$ cat config.mk
export PLATFORM = sky130hd
export DESIGN_NAME = posit_issue_queue
export DESIGN_NICKNAME = d
export VERILOG_FILES = /design/src/rtl/posit_pkg.sv /design/src/rtl/posit_issue_fifo.sv /design/src/rtl/posit_issue_queue.sv
export SDC_FILE = /design/constraint.sdc
export NUM_CORES = 1
export LEC_CHECK = 0
export CORE_MARGIN = 3
export CORE_UTILIZATION = 56
export CTS_CLUSTER_SIZE = 28
export DETAILED_ROUTE_END_ITERATION = 12
export PLACE_DENSITY = 0.82
export SLEW_MARGIN = 20
export SYNTH_ARGS = -nofsm -noshare
export SYNTH_HDL_FRONTEND = slang
export SYNTH_HIERARCHICAL = 1
export SYNTH_SLANG_ARGS = --single-unit
$ cat constraint.sdc
create_clock -name clk_i -period 5.8 [get_ports clk_i]
set_clock_uncertainty 0.1 [all_clocks]
set_input_delay 1.16 -clock clk_i [delete_from_list [all_inputs] [get_ports clk_i]]
set_output_delay 1.16 -clock clk_i [all_outputs]
set_load 0.005 [all_outputs]
$ cat src/rtl/posit_pkg.sv
// Shared types for the posit datapath and the issue queue in front of it.
//
// Contents:
//   operation_e          - posit operation selector
//   roundmode_e          - rounding mode
//   issue_req_t          - one queued request at default widths
//                          {operands, op, op_mod, rnd_mode, tag}
//   ISSUE_DEPTH_DEFAULT  - default issue queue depth
package posit_pkg;

    localparam int POSIT_WIDTH_DEFAULT = 32;
    localparam int ISSUE_TAG_WIDTH_DEFAULT = 1;
    localparam int ISSUE_DEPTH_DEFAULT = 4;

    typedef enum logic [3:0] {
        FMADD    = 4'd0,
        FNMSUB   = 4'd1,
        ADD      = 4'd2,
        MUL      = 4'd3,
        DIV      = 4'd4,
        SQRT     = 4'd5,
        MINMAX   = 4'd6,
        CMP      = 4'd7,
        CLASSIFY = 4'd8,
        F2I      = 4'd9,
        I2F      = 4'd10
    } operation_e;

    typedef enum logic [2:0] {
        RNE = 3'd0,
        RTZ = 3'd1,
        RDN = 3'd2,
        RUP = 3'd3,
        RMM = 3'd4,
        DYN = 3'd7
    } roundmode_e;

    typedef struct packed {
        logic [3*POSIT_WIDTH_DEFAULT-1:0]   operands;
        operation_e                         op;
        logic                               op_mod;
        roundmode_e                         rnd_mode;
        logic [ISSUE_TAG_WIDTH_DEFAULT-1:0] tag;
    } issue_req_t;

endpackage

$ cat src/rtl/posit_issue_fifo.sv
// Generic DEPTH-entry FIFO holding posit issue requests.
//
// Ports:
//   clk_i, rst_ni - clock, asynchronous active-low reset
//   flush         - synchronous clear of pointers and occupancy
//   push, wdata   - write one entry (caller guarantees !full)
//   pop           - drop the head entry (caller guarantees !empty)
//   rdata         - current head entry
//   empty, full   - occupancy flags
//
// Storage is reset to zero so the head payload reads as zero out of reset.
module posit_issue_fifo
    import posit_pkg::*;
#(
    parameter int  DEPTH   = ISSUE_DEPTH_DEFAULT,
    parameter type entry_t = issue_req_t
) (
    input  logic   clk_i,
    input  logic   rst_ni,
    input  logic   flush,
    input  logic   push,
    input  entry_t wdata,
    input  logic   pop,
    output entry_t rdata,
    output logic   empty,
    output logic   full
);

    localparam int PTR_W = $clog2(DEPTH);
    localparam int CNT_W = PTR_W + 1;

    entry_t             mem [DEPTH];
    logic [PTR_W-1:0]   rd_ptr;
    logic [PTR_W-1:0]   wr_ptr;
    logic [CNT_W-1:0]   count;

    assign empty = (count == '0);
    assign full  = (count == CNT_W'(DEPTH));
    assign rdata = mem[rd_ptr];

    // Entry storage; a flush only discards the write, old contents are harmless.
    always_ff @(posedge clk_i or negedge rst_ni) begin
        if (!rst_ni) begin
            for (int i = 0; i < DEPTH; i++) begin
                mem[i] <= '0;
            end
        end else if (push && !flush) begin
            mem[wr_ptr] <= wdata;
        end
    end

    // Pointers wrap naturally because DEPTH is a power of two.
    always_ff @(posedge clk_i or negedge rst_ni) begin
        if (!rst_ni) begin
            rd_ptr <= '0;
            wr_ptr <= '0;
            count  <= '0;
        end else if (flush) begin
            rd_ptr <= '0;
            wr_ptr <= '0;
            count  <= '0;
        end else begin
            if (push) begin
                wr_ptr <= wr_ptr + PTR_W'(1);
            end
            if (pop) begin
                rd_ptr <= rd_ptr + PTR_W'(1);
            end
            case ({push, pop})
                2'b10:   count <= count + CNT_W'(1);
                2'b01:   count <= count - CNT_W'(1);
                default: count <= count;
            endcase
        end
    end

endmodule

$ cat src/rtl/posit_issue_queue.sv
// Request buffer between the core and posit_top.
//
// Requests enter over req_valid_i/req_ready_o, wait in a small FIFO, and the
// head is offered to posit_top over in_valid_o/in_ready_i. Operations issued
// but not yet completed (resp_fire_i) are counted; issue stops once
// MAX_OUTSTANDING are in flight.
//
// Ports:
//   clk_i, rst_ni               - clock, asynchronous active-low reset
//   req_*                       - core request channel and payload
//   operands_o .. tag_o         - head payload toward posit_top
//   in_valid_o, in_ready_i      - issue handshake with posit_top
//   resp_fire_i                 - one completion leaving posit_top
//   flush_i                     - clears queue and credit state next edge
//   busy_o                      - queue non-empty or operations in flight
//   issue_cnt_o, stall_cnt_o    - performance counters
//
// Macro POSIT_ISSUE_PERF_EN enables the performance counters; without it both
// counter outputs are tied to zero and no counter flops exist.
module posit_issue_queue
    import posit_pkg::*;
#(
    parameter int WIDTH           = 32,
    parameter int DEPTH           = ISSUE_DEPTH_DEFAULT,
    parameter int TAG_WIDTH       = 1,
    parameter int MAX_OUTSTANDING = 2
) (
    input  logic                 clk_i,
    input  logic                 rst_ni,
    input  logic                 req_valid_i,
    output logic                 req_ready_o,
    input  logic [3*WIDTH-1:0]   req_operands_i,
    input  operation_e           req_op_i,
    input  logic                 req_op_mod_i,
    input  roundmode_e           req_rnd_mode_i,
    input  logic [TAG_WIDTH-1:0] req_tag_i,
    output logic [3*WIDTH-1:0]   operands_o,
    output operation_e           op_o,
    output logic                 op_mod_o,
    output roundmode_e           rnd_mode_o,
    output logic [TAG_WIDTH-1:0] tag_o,
    output logic                 in_valid_o,
    input  logic                 in_ready_i,
    input  logic                 resp_fire_i,
    input  logic                 flush_i,
    output logic                 busy_o,
    output logic [31:0]          issue_cnt_o,
    output logic [31:0]          stall_cnt_o
);

    localparam int OUT_W = $clog2(MAX_OUTSTANDING + 1);

    typedef struct packed {
        logic [3*WIDTH-1:0]   operands;
        operation_e           op;
        logic                 op_mod;
        roundmode_e           rnd_mode;
        logic [TAG_WIDTH-1:0] tag;
    } req_t;

    req_t             wr_entry;
    req_t             head;
    logic             fifo_empty;
    logic             fifo_full;
    logic             push;
    logic             pop;
    logic             credit_full;
    logic             resp_take;
    logic [OUT_W-1:0] outstanding;

    always_comb begin
        wr_entry          = '0;
        wr_entry.operands = req_operands_i;
        wr_entry.op       = req_op_i;
        wr_entry.op_mod   = req_op_mod_i;
        wr_entry.rnd_mode = req_rnd_mode_i;
        wr_entry.tag      = req_tag_i;
    end

    assign credit_full = (outstanding == OUT_W'(MAX_OUTSTANDING));
    assign req_ready_o = !fifo_full && !flush_i;
    assign push        = req_valid_i && req_ready_o;
    assign in_valid_o  = !fifo_empty && !credit_full && !flush_i;
    assign pop         = in_valid_o && in_ready_i;
    // A completion with nothing in flight is spurious and must not underflow.
    assign resp_take   = resp_fire_i && (outstanding != '0);

    posit_issue_fifo #(
        .DEPTH   (DEPTH),
        .entry_t (req_t)
    ) u_fifo (
        .clk_i  (clk_i),
        .rst_ni (rst_ni),
        .flush  (flush_i),
        .push   (push),
        .wdata  (wr_entry),
        .pop    (pop),
        .rdata  (head),
        .empty  (fifo_empty),
        .full   (fifo_full)
    );

    // Credit counter: an issue and a completion in the same cycle cancel out.
    always_ff @(posedge clk_i or negedge rst_ni) begin
        if (!rst_ni) begin
            outstanding <= '0;
        end else if (flush_i) begin
            outstanding <= '0;
        end else if (pop && !resp_take) begin
            outstanding <= outstanding + OUT_W'(1);
        end else if (!pop && resp_take) begin
            outstanding <= outstanding - OUT_W'(1);
        end
    end

    assign operands_o = head.operands;
    assign op_o       = head.op;
    assign op_mod_o   = head.op_mod;
    assign rnd_mode_o = head.rnd_mode;
    assign tag_o      = head.tag;
    assign busy_o     = !fifo_empty || (outstanding != '0);

`ifdef POSIT_ISSUE_PERF_EN
    logic [31:0] issue_cnt;
    logic [31:0] stall_cnt;

    // Counters survive a flush; only reset clears them. A stall is any cycle
    // with queued data that does not end in an issue.
    always_ff @(posedge clk_i or negedge rst_ni) begin
        if (!rst_ni) begin
            issue_cnt <= '0;
            stall_cnt <= '0;
        end else begin
            if (pop) begin
                issue_cnt <= issue_cnt + 32'd1;
            end
            if (!fifo_empty && !pop) begin
                stall_cnt <= stall_cnt + 32'd1;
            end
        end
    end

    assign issue_cnt_o = issue_cnt;
    assign stall_cnt_o = stall_cnt;
`else
    assign issue_cnt_o = '0;
    assign stall_cnt_o = '0;
`endif

endmodule

==> results.toml, run 1 <==
[run_status]
outcome = "finished clean"

[logic_synthesis]
async_flop_share = 1.00
synthFlopType = "sky130_fd_sc_hd__dfrtp_1"
synth_adder_area_share = 0.00351
synth-edff-count = 0
netlist-cell-type-count = 31
yosys.area_share.simple = 0.0101
synth-seq-area-share = 0.538
synthTopCellsByArea = "sky130_fd_sc_hd__dfrtp_1 (54%), sky130_fd_sc_hd__mux2_4 (15%), sky130_fd_sc_hd__mux2_2 (12%)"
synth_top_family_by_area = "multiplexers"
synth_compound_gate_area_share = 0.00182
synth.ff_latch_count = 429
syn-instance-count = 1142
avg_inst_size_synth_um2 = 17.5
post_synth_instance_area_um2 = 20000
synth-xor-area-share = 0.00219
synth_warnings = 6
synth_top_cell_area_share = 0.538
synth_top_cell_by_area = "sky130_fd_sc_hd__dfrtp_1"
fraction_of_synthesized_area_in_multiplexers = 0.394

[die]
io_pins = 283
core-area_um2 = 34800
row_count = 68
dieArea_um2 = 37900
die_w_um = 195
fp.dieH_um = 195
floorplan.initialDensity = 0.574

[global_route]
gr-usage-all-layers = 0.211
overflow = 0
antenna_found_initial = 3
grt_start_max_net_pins = 133
first_global_vias = 11600
grt_pass1_wl_um = 64900

[place]
port_buffers = 218
gp_congestion = 0.760
placedInstanceArea_um2 = 22200
dp_hpwl_um = 23600
place_inst = 1754

[run]
max_cap_violations = 0

[worst_setup_path]
critical-path-top-delay-family = "buffers and inverters"
required_ns = 4.54
critical_path_peak_fanout = 48
timing.critical_path.from_type = "register"
sequence_of_cells_on_the_critical_path = "buf_12 -> mux4_2 -> clkdlybuf4s50_1"
critPathSlowestCell = "sky130_fd_sc_hd__dfrtp_4"
crit_path_end_kind = "primary output"
path_buf_inv = 2
cp_data_arrival_time_ns = 3.05
timing.critical_path.slowest_cell_delay_ns = 0.93
setup.worst_path.class = "reg2out"

[sta]
finalCritPeriodShare = 0.743
clock.fmax_ghz = 0.232
finalMaxSlewViolations = 0
post-route-min-period_ns = 4.31
setup_repair_after_global_routing_missed_its_margin = "false"
tightest_slew_ns = 0.955
setup_viol_count_final = 0
setup-tns-final_ns = 0
timing_hold_violations_final = 0
slew_headroom = 0.363

[cts]
cts_hold_repair.buffers = 0
cts-buffers-inserted = 46
postcts_setup_bufs = 0
htree_num_levels = 2
clock-sinks = 429
cts_buffer_depth = 3
postCtsResizedCells = 0
clock_latency_ns = 0.54
clk_pin_slew_worst_paths_ns = 0.06
ctsRootBufferMaster = "sky130_fd_sc_hd__clkbuf_16"
tritoncts = "built"

[route]
drt-initial-drc-count = 527
route.vias.total = 10400
route.antenna.remaining_nets = 0
post_drt_via_cell_ratio = 5.64
dr.pass1.iters = 4
wl_final_um = 40200
drt_drc_violations_left = 0
wl_per_cell_um = 21.9

[finish]
mostFrequentLayoutCells = "sky130_fd_sc_hd__dfrtp_1 (427), sky130_fd_sc_hd__mux2_2 (220), sky130_fd_sc_hd__clkdlybuf4s50_1 (217)"
nFillCells = 2276
layoutNonFillerInstCount = 1840
post-route-cell-area_um2 = 23700
net_count_of_the_finished_layout = 1464
area_added_between_synthesis_and_finish_pct = 18.9
share_of_layout_cells_above_drive_strength_1 = 0.448
final_common_cell = "sky130_fd_sc_hd__dfrtp_1"

[power_and_ir_drop]
vdd.ir_drop.worst_uv = 261
total_leakage_power_uw = 0.0112
pwr_density_cell_nw_per_um2 = 380

[hold_path]
hold_class = "reg2reg"
==> worst paths after layout <==
check | start | endpoint | slack, ns | depth (start not counted)
worst max-delay path | u_fifo/rd_ptr[0]$_DFFE_PN0P_ | rnd_mode_o[1] | 1.49 | 3
worst min-delay path | u_fifo/mem[52]$_DFFE_PN0P_ | u_fifo/mem[52]$_DFFE_PN0P_ | 0.40 | 1
worst max register to register | u_fifo/count[2]$_DFFE_PN0P_ | u_fifo/mem[177]$_DFFE_PN0P_ | 2.82 | 7
worst min register to register | u_fifo/mem[52]$_DFFE_PN0P_ | u_fifo/mem[52]$_DFFE_PN0P_ | 0.40 | 1
max in group asynchronous | rst_ni | u_fifo/mem[194]$_DFFE_PN0P_ | 3.71 | 2
min in group asynchronous | rst_ni | u_fifo/mem[41]$_DFFE_PN0P_ | 0.64 | 1
==> final cells by class <==
class / instances / area, um^2 / share of cell area
inverters: 3 / 11.3 / 0.000474
clock inverters: 12 / 113 / 0.00474
clock buffers: 70 / 1430 / 0.0600
multi-input cells: 638 / 8490 / 0.358
flip-flops and latches: 429 / 10700 / 0.452
repair buffers: 230 / 2380 / 0.100
diodes: 3 / 7.51 / 0.000316
well taps: 455 / 569 / 0.0240
==> power breakdown <==
group | internal, uW | switching, uW
sequential | 3610 | 349
combinational | 1480 | 646
clock | 1780 | 1160
total | 6870 | 2150
==> routing by layer <==
layer | up-vias | routed length (um) | track usage
li1 | 4496 | - | -
met1 | 5606 | 17900 | 0.300
met2 | 225 | 19800 | 0.343
met3 | 45 | 1740 | 0.0387
met4 | 0 | 750 | 0.0541
met5 | - | 0 | 0
==> state kept, by name (all words and copies together), names as in the netlist <==
signal and flops:
outstanding 2, u_fifo/count 3, u_fifo/mem 420, u_fifo/rd_ptr 2, u_fifo/wr_ptr 2
==> Yosys cell counts, types with 2 or more instances <==
master	count
sky130_fd_sc_hd__and2_1	3
sky130_fd_sc_hd__buf_2	34
sky130_fd_sc_hd__buf_4	69
sky130_fd_sc_hd__buf_6	25
sky130_fd_sc_hd__clkbuf_1	6
sky130_fd_sc_hd__dfrtp_1	429
sky130_fd_sc_hd__ha_1	4
sky130_fd_sc_hd__inv_1	3
sky130_fd_sc_hd__mux2_2	220
sky130_fd_sc_hd__mux2_4	200
sky130_fd_sc_hd__mux2i_1	2
sky130_fd_sc_hd__mux4_2	105
sky130_fd_sc_hd__nand2_1	3
sky130_fd_sc_hd__nand2_4	4
sky130_fd_sc_hd__nor2_1	8
sky130_fd_sc_hd__nor2b_1	3
sky130_fd_sc_hd__nor3_1	3
sky130_fd_sc_hd__nor3b_1	3
sky130_fd_sc_hd__o21ai_0	3
sky130_fd_sc_hd__xnor2_1	3
sky130_fd_sc_hd__xor2_1	2
==> metrics by stage <==
step | total power, uW | hold slack (ns) | utilization | setup slack, ns
6_report | 9020 | 0.399 | 0.682 | 1.49
5_1_grt | 9430 | 0.412 | 0.682 | 1.28
4_1_cts | 9110 | 0.402 | 0.681 | 1.39
3_5_place_dp | 6130 | 0.388 | 0.637 | 1.34
3_3_place_gp | 6040 | 0.382 | 0.637 | 1.43
2_1_floorplan | 5160 | 0.374 | - | 3.10
==> kinds of logic (layout without fill, tap and decap cells) <==
kind of cell             count (synthesis)  in the layout
other                                    1             67
AO/OA/AOI/OAI                            6              6
flip-flops                             429            429
XOR/XNOR                                 5              5
AND/OR/NAND/NOR                         31             31
buffers and inverters                  138            315
multiplexers                           527            527
adder cells (fa/ha/maj)                  5              5
Note: power is estimated with default switching activity, not from simulation.
==> run 2, diff against run 1 <==
Settings changed: CORE_UTILIZATION 56 to 55, PLACE_DENSITY 0.82 to 0.8.
Clock period 5.8 ns to 4.45 ns, I/O delays scaled along.
==> run 2 against run 1 <==
Net effect:
- total power rose by 30%
- sequential cell count did not move
- sequential power rose by 30%
- first-iteration DRC count fell by 37%
- combinational power rose by 31%
- clock-buffer cell count fell by 3
- highest routed layer is now met5
==> results.toml, run 2 (synthesis results as in run 1) <==
[global_route]
grt_start_max_net_pins = 117
gr-usage-all-layers = 0.214
gr-max-usage-layer = "met2"
antenna_found_initial = 3
globalRouteMet1Util = 0.306
grt_pass1_wl_um = 65800
first_global_vias = 11500
gr-usage-met2 = 0.345
global_route.usage.met3 = 0.0364
overflow = 0

[sta]
timing_hold_violations_final = 0
finalMaxSlewViolations = 0
setup-tns-final_ns = 0
setup_repair_after_global_routing_missed_its_margin = "false"
finalCritPeriodShare = 0.843
post-route-min-period_ns = 3.75
layout_setup_ws_ns = 0.699
slew_headroom = 0.384
setup_viol_count_final = 0
tightest_slew_ns = 0.924
clock.fmax_ghz = 0.267

[power_and_ir_drop]
power.switching_uw = 2810
design_power_total_uw = 11800
total_leakage_power_uw = 0.0113
pwr_density_cell_nw_per_um2 = 492
power.combinational.fraction = 0.237
switching_portion_of_total_power = 0.239
share_clk_of_total_power = 0.326
vdd.ir_drop.worst_uv = 381
power.share.sequential = 0.437
cell_internal_pwr_uw = 8950

[place]
port_buffers = 218
placedInstanceArea_um2 = 22400
post-place-ws_ns = 0.867
gp_congestion = 0.748
dp_hpwl_um = 25300

[worst_setup_path]
cp_data_arrival_time_ns = 2.76
required_ns = 3.46
reg2reg_setup_slack_ns = 1.65
timing.critical_path.from_type = "register"
critical_path_peak_fanout = 31
regToRegEndpoint = "u_fifo/mem[356]$_DFFE_PN0P_"
setup.worst_path.class = "reg2out"
crit_path_end_kind = "primary output"
r2r_start = "u_fifo/count[2]$_DFFE_PN0P_"
reg2regPathDepth = 7

[route]
wl_per_cell_um = 21.8
post_drt_via_cell_ratio = 5.57
wl_final_um = 40600
dr.pass1.iters = 4
drt-initial-drc-count = 331
drt_drc_violations_left = 0
route.antenna.remaining_nets = 0
route.vias.total = 10400

[die]
io_pins = 283
die_w_um = 197
core-area_um2 = 35700
dieArea_um2 = 38600
row_count = 69
fp.dieH_um = 197
floorplan.initialDensity = 0.560

[cts]
clock_latency_ns = 0.56
clk_pin_slew_worst_paths_ns = 0.06
postCtsResizedCells = 0
cts_buffer_depth = 3
cts-buffers-inserted = 46
cts_hold_repair.buffers = 0
ctsRootBufferMaster = "sky130_fd_sc_hd__clkbuf_16"
clock-sinks = 429
postcts_setup_bufs = 0
tritoncts = "built"
htree_num_levels = 2

[finish]
largest_register_ff_count = 420
post-route-cell-area_um2 = 23900
nFillCells = 2432
net_count_of_the_finished_layout = 1480
final_core_util = 0.671
mostFrequentLayoutCells = "sky130_fd_sc_hd__dfrtp_1 (427), sky130_fd_sc_hd__mux2_2 (220), sky130_fd_sc_hd__clkdlybuf4s50_1 (217)"
largest_register = "u_fifo/mem"
area_added_between_synthesis_and_finish_pct = 19.8
top_regs = "u_fifo/mem: 420 flops, u_fifo/count: 3 flops"
share_of_layout_cells_above_drive_strength_1 = 0.452
final_common_cell = "sky130_fd_sc_hd__dfrtp_1"

[hold_path]
hold_class = "in2async"

[run_status]
outcome = "finished clean"

[run]
max_cap_violations = 0
run 2: worst max-delay path by stage:
| stage | start | to |
|---|---|---|
| 2_1_floorplan | flush_i | u_fifo/mem[100]$_DFFE_PN0P_ |
| 3_3_place_gp | flush_i | u_fifo/mem[355]$_DFFE_PN0P_ |
| 3_5_place_dp | flush_i | u_fifo/mem[152]$_DFFE_PN0P_ |
| 4_1_cts | u_fifo/rd_ptr[0]$_DFFE_PN0P_ | operands_o[10] |
| 5_1_grt | u_fifo/rd_ptr[0]$_DFFE_PN0P_ | operands_o[10] |
| 6_report | u_fifo/rd_ptr[0]$_DFFE_PN0P_ | operands_o[23] |
run 2: area by class of cell:
| type | count | area [um^2] | share of cell area |
|---|---|---|---|
| Tap cell | 461 | 577 | 0.0241 |
| Sequential cell | 429 | 10700 | 0.449 |
| Clock buffer | 67 | 1330 | 0.0556 |
| Inverter | 3 | 11.3 | 0.000471 |
| Antenna cell | 2 | 5.00 | 0.000209 |
| Multi-Input combinational cell | 638 | 8490 | 0.355 |
| Clock inverter | 14 | 195 | 0.00816 |
| Timing Repair Buffer | 246 | 2560 | 0.107 |
run 2: per-stage QoR:
| stage | hold WS [ns] | instances |
|---|---|---|
| after global routing | 0.370 | 1860 |
| after floorplan | 0.374 | 1205 |
| after detailed placement | 0.387 | 1777 |
| after CTS | 0.345 | 1858 |
| after global placement | 0.382 | 1777 |
| final | 0.315 | 1860 |
run 2: worst max-delay path, stage by stage, from the launching register on:
cell	delay, ns
sky130_fd_sc_hd__dfrtp_4	0.77
sky130_fd_sc_hd__buf_12	0.34
sky130_fd_sc_hd__mux4_2	0.55
sky130_fd_sc_hd__clkdlybuf4s50_1	0.52
run 2: power by group through the flow:
stage	sequential, uW	combinational [uW]	clock (uW)
5_1_grt	5240	2980	4110
2_1_floorplan	5020	1710	0
4_1_cts	5140	2830	3950
3_5_place_dp	5190	2810	0
3_3_place_gp	5150	2750	0
6_report	5140	2790	3840
run 2: metal layers:
layer  vias up  share of wire
li1       4531              -
met4         2          0.022
met5         -        0.00042
met2       225           0.49
met1      5539           0.44
met3        57          0.044
==> run 3, diff against run 2 <==
Clock period 4.45 ns to 3.5 ns, I/O delays scaled along.
==> run 3 against run 2 <==
Net effect:
- cell area increased by 1.4%
- first-iteration DRC count up 44%
- sequential cell count unchanged
- largest cell class unchanged
- wire length increased by 3.2%
- final cell count grew 0.81%
- critical endpoint is now operands_o[66]
- worst setup slack got worse by 0.59 ns
==> results.toml, run 3 (synthesis results as in run 1) <==
[cts]
cts-buffers-inserted = 45
cts_buffer_depth = 3
clock_latency_ns = 0.56
postCtsResizedCells = 0
htree_num_levels = 2
tritoncts = "built"
clk_pin_slew_worst_paths_ns = 0.06
ctsRootBufferMaster = "sky130_fd_sc_hd__clkbuf_16"
clock-sinks = 429

[worst_setup_path]
cp_data_arrival_time_ns = 2.59
reg2regPathDepth = 7
r2r_start = "u_fifo/count[2]$_DFFE_PN0P_"
timing.critical_path.from_type = "register"
critical_path.startpoint = "u_fifo/rd_ptr[1]$_DFFE_PN0P_"
required_ns = 2.70
reg2reg_setup_slack_ns = 0.97
setup.worst_path.class = "reg2out"
regToRegEndpoint = "u_fifo/mem[373]$_DFFE_PN0P_"
critical_path_peak_fanout = 34
crit_path_end_kind = "primary output"

[place]
gp_congestion = 0.741
placedInstanceArea_um2 = 22700
port_buffers = 218
dp_hpwl_um = 27000

[finish]
mostFrequentLayoutCells = "sky130_fd_sc_hd__dfrtp_1 (427), sky130_fd_sc_hd__mux2_2 (220), sky130_fd_sc_hd__clkdlybuf4s50_1 (217)"
final_common_cell = "sky130_fd_sc_hd__dfrtp_1"
largest_register = "u_fifo/mem"
final_core_util = 0.680
top_regs = "u_fifo/mem: 420 flops, u_fifo/count: 3 flops"
nFillCells = 2359
post-route-cell-area_um2 = 24300
area_added_between_synthesis_and_finish_pct = 21.5
net_count_of_the_finished_layout = 1495
register_area_um2 = 10700
largest_register_ff_count = 420
share_of_layout_cells_above_drive_strength_1 = 0.459
multi_input_area_um2 = 8490

[sta]
finalMaxSlewViolations = 0
slew_headroom = 0.572
setup_repair_after_global_routing_missed_its_margin = "false"
clock.fmax_ghz = 0.295
tightest_slew_ns = 0.642
finalCritPeriodShare = 0.968
setup_viol_count_final = 0
timing_hold_violations_final = 0
setup-tns-final_ns = 0
post-route-min-period_ns = 3.39

[power_and_ir_drop]
total_leakage_power_uw = 0.0115
vdd.ir_drop.worst_uv = 483
pwr_density_cell_nw_per_um2 = 624

[die]
core-area_um2 = 35700
row_count = 69
io_pins = 283
die_w_um = 197
floorplan.initialDensity = 0.560
dieArea_um2 = 38600
fp.dieH_um = 197

[route]
wl_final_um = 41900
dr.pass1.iters = 4
drt-initial-drc-count = 477
wl_per_cell_um = 22.4
route.antenna.remaining_nets = 0
post_drt_via_cell_ratio = 5.58
drt_drc_violations_left = 0
route.vias.total = 10500

[hold_path]
hold_path_startpoint = "u_fifo/mem[110]$_DFFE_PN0P_"
hold_class = "reg2reg"
worst_hold_path.endpoint = "u_fifo/mem[110]$_DFFE_PN0P_"
holdPathStages = 1

[global_route]
gr-usage-all-layers = 0.220
grt_start_max_net_pins = 81
overflow = 0
first_global_vias = 11900
grt_pass1_wl_um = 67000
antenna_found_initial = 2

[run]
max_cap_violations = 0

[run_status]
outcome = "finished clean"
run 3: critical path: stages, from the launching register on:
cell	delay, ns
sky130_fd_sc_hd__dfrtp_4	0.85
sky130_fd_sc_hd__buf_4	0.34
sky130_fd_sc_hd__mux4_2	0.33
sky130_fd_sc_hd__clkdlybuf4s50_1	0.48
run 3: worst max path at each step:
stage,depth (start not counted),endpoint
final,3,operands_o[66]
after global routing,3,operands_o[69]
after CTS,3,operands_o[69]
after detailed placement,7,u_fifo/mem[284]$_DFFE_PN0P_
after global placement,7,u_fifo/mem[275]$_DFFE_PN0P_
after floorplan,8,u_fifo/count[2]$_DFFE_PN0P_
run 3: metrics by stage:
stage / hold WS [ns] / instances / setup slack [ns] / power [uW]
after detailed placement: 0.387 / 1791 / 0.359 / 10200
after global placement: 0.381 / 1791 / 0.391 / 10100
after CTS: 0.402 / 1874 / 0.0606 / 15300
final: 0.398 / 1875 / 0.110 / 15100
after floorplan: 0.304 / 1205 / 1.24 / 8560
after global routing: 0.405 / 1875 / 0.0295 / 15800
run 3: timing repair:
item,in CTS,in global routing
setup buffers,1,0
endpoints found under the hold margin,3,0
hold buffers,1,0
endpoints found under the setup margin,47,0
run 3: per-layer routing:
| layer | part of all wire | up-vias | wire, um | track usage |
|---|---|---|---|---|
| met1 | 0.44 | 5620 | 18300 | 0.304 |
| met2 | 0.49 | 218 | 20700 | 0.362 |
| met5 | 0.00031 | - | 13 | 0 |
| met4 | 0.025 | 2 | 1060 | 0.0716 |
| met3 | 0.044 | 72 | 1860 | 0.0383 |
| li1 | - | 4553 | - | - |
run 3: area by class of cell:
cell class,instances,area share
Antenna cell,1,0.000103
Clock buffer,66,0.0556
Clock inverter,15,0.00882
Inverter,3,0.000464
Multi-Input combinational cell,638,0.350
Sequential cell,429,0.443
Tap cell,461,0.0238
Timing Repair Buffer,262,0.118
run 3: report_power, final:
part           total (uW)  internal (uW)  switching, uW
registers            6550           5980            573
logic                3600           2500           1100
clock network        4980           3040           1950
total               15100          11500           3620
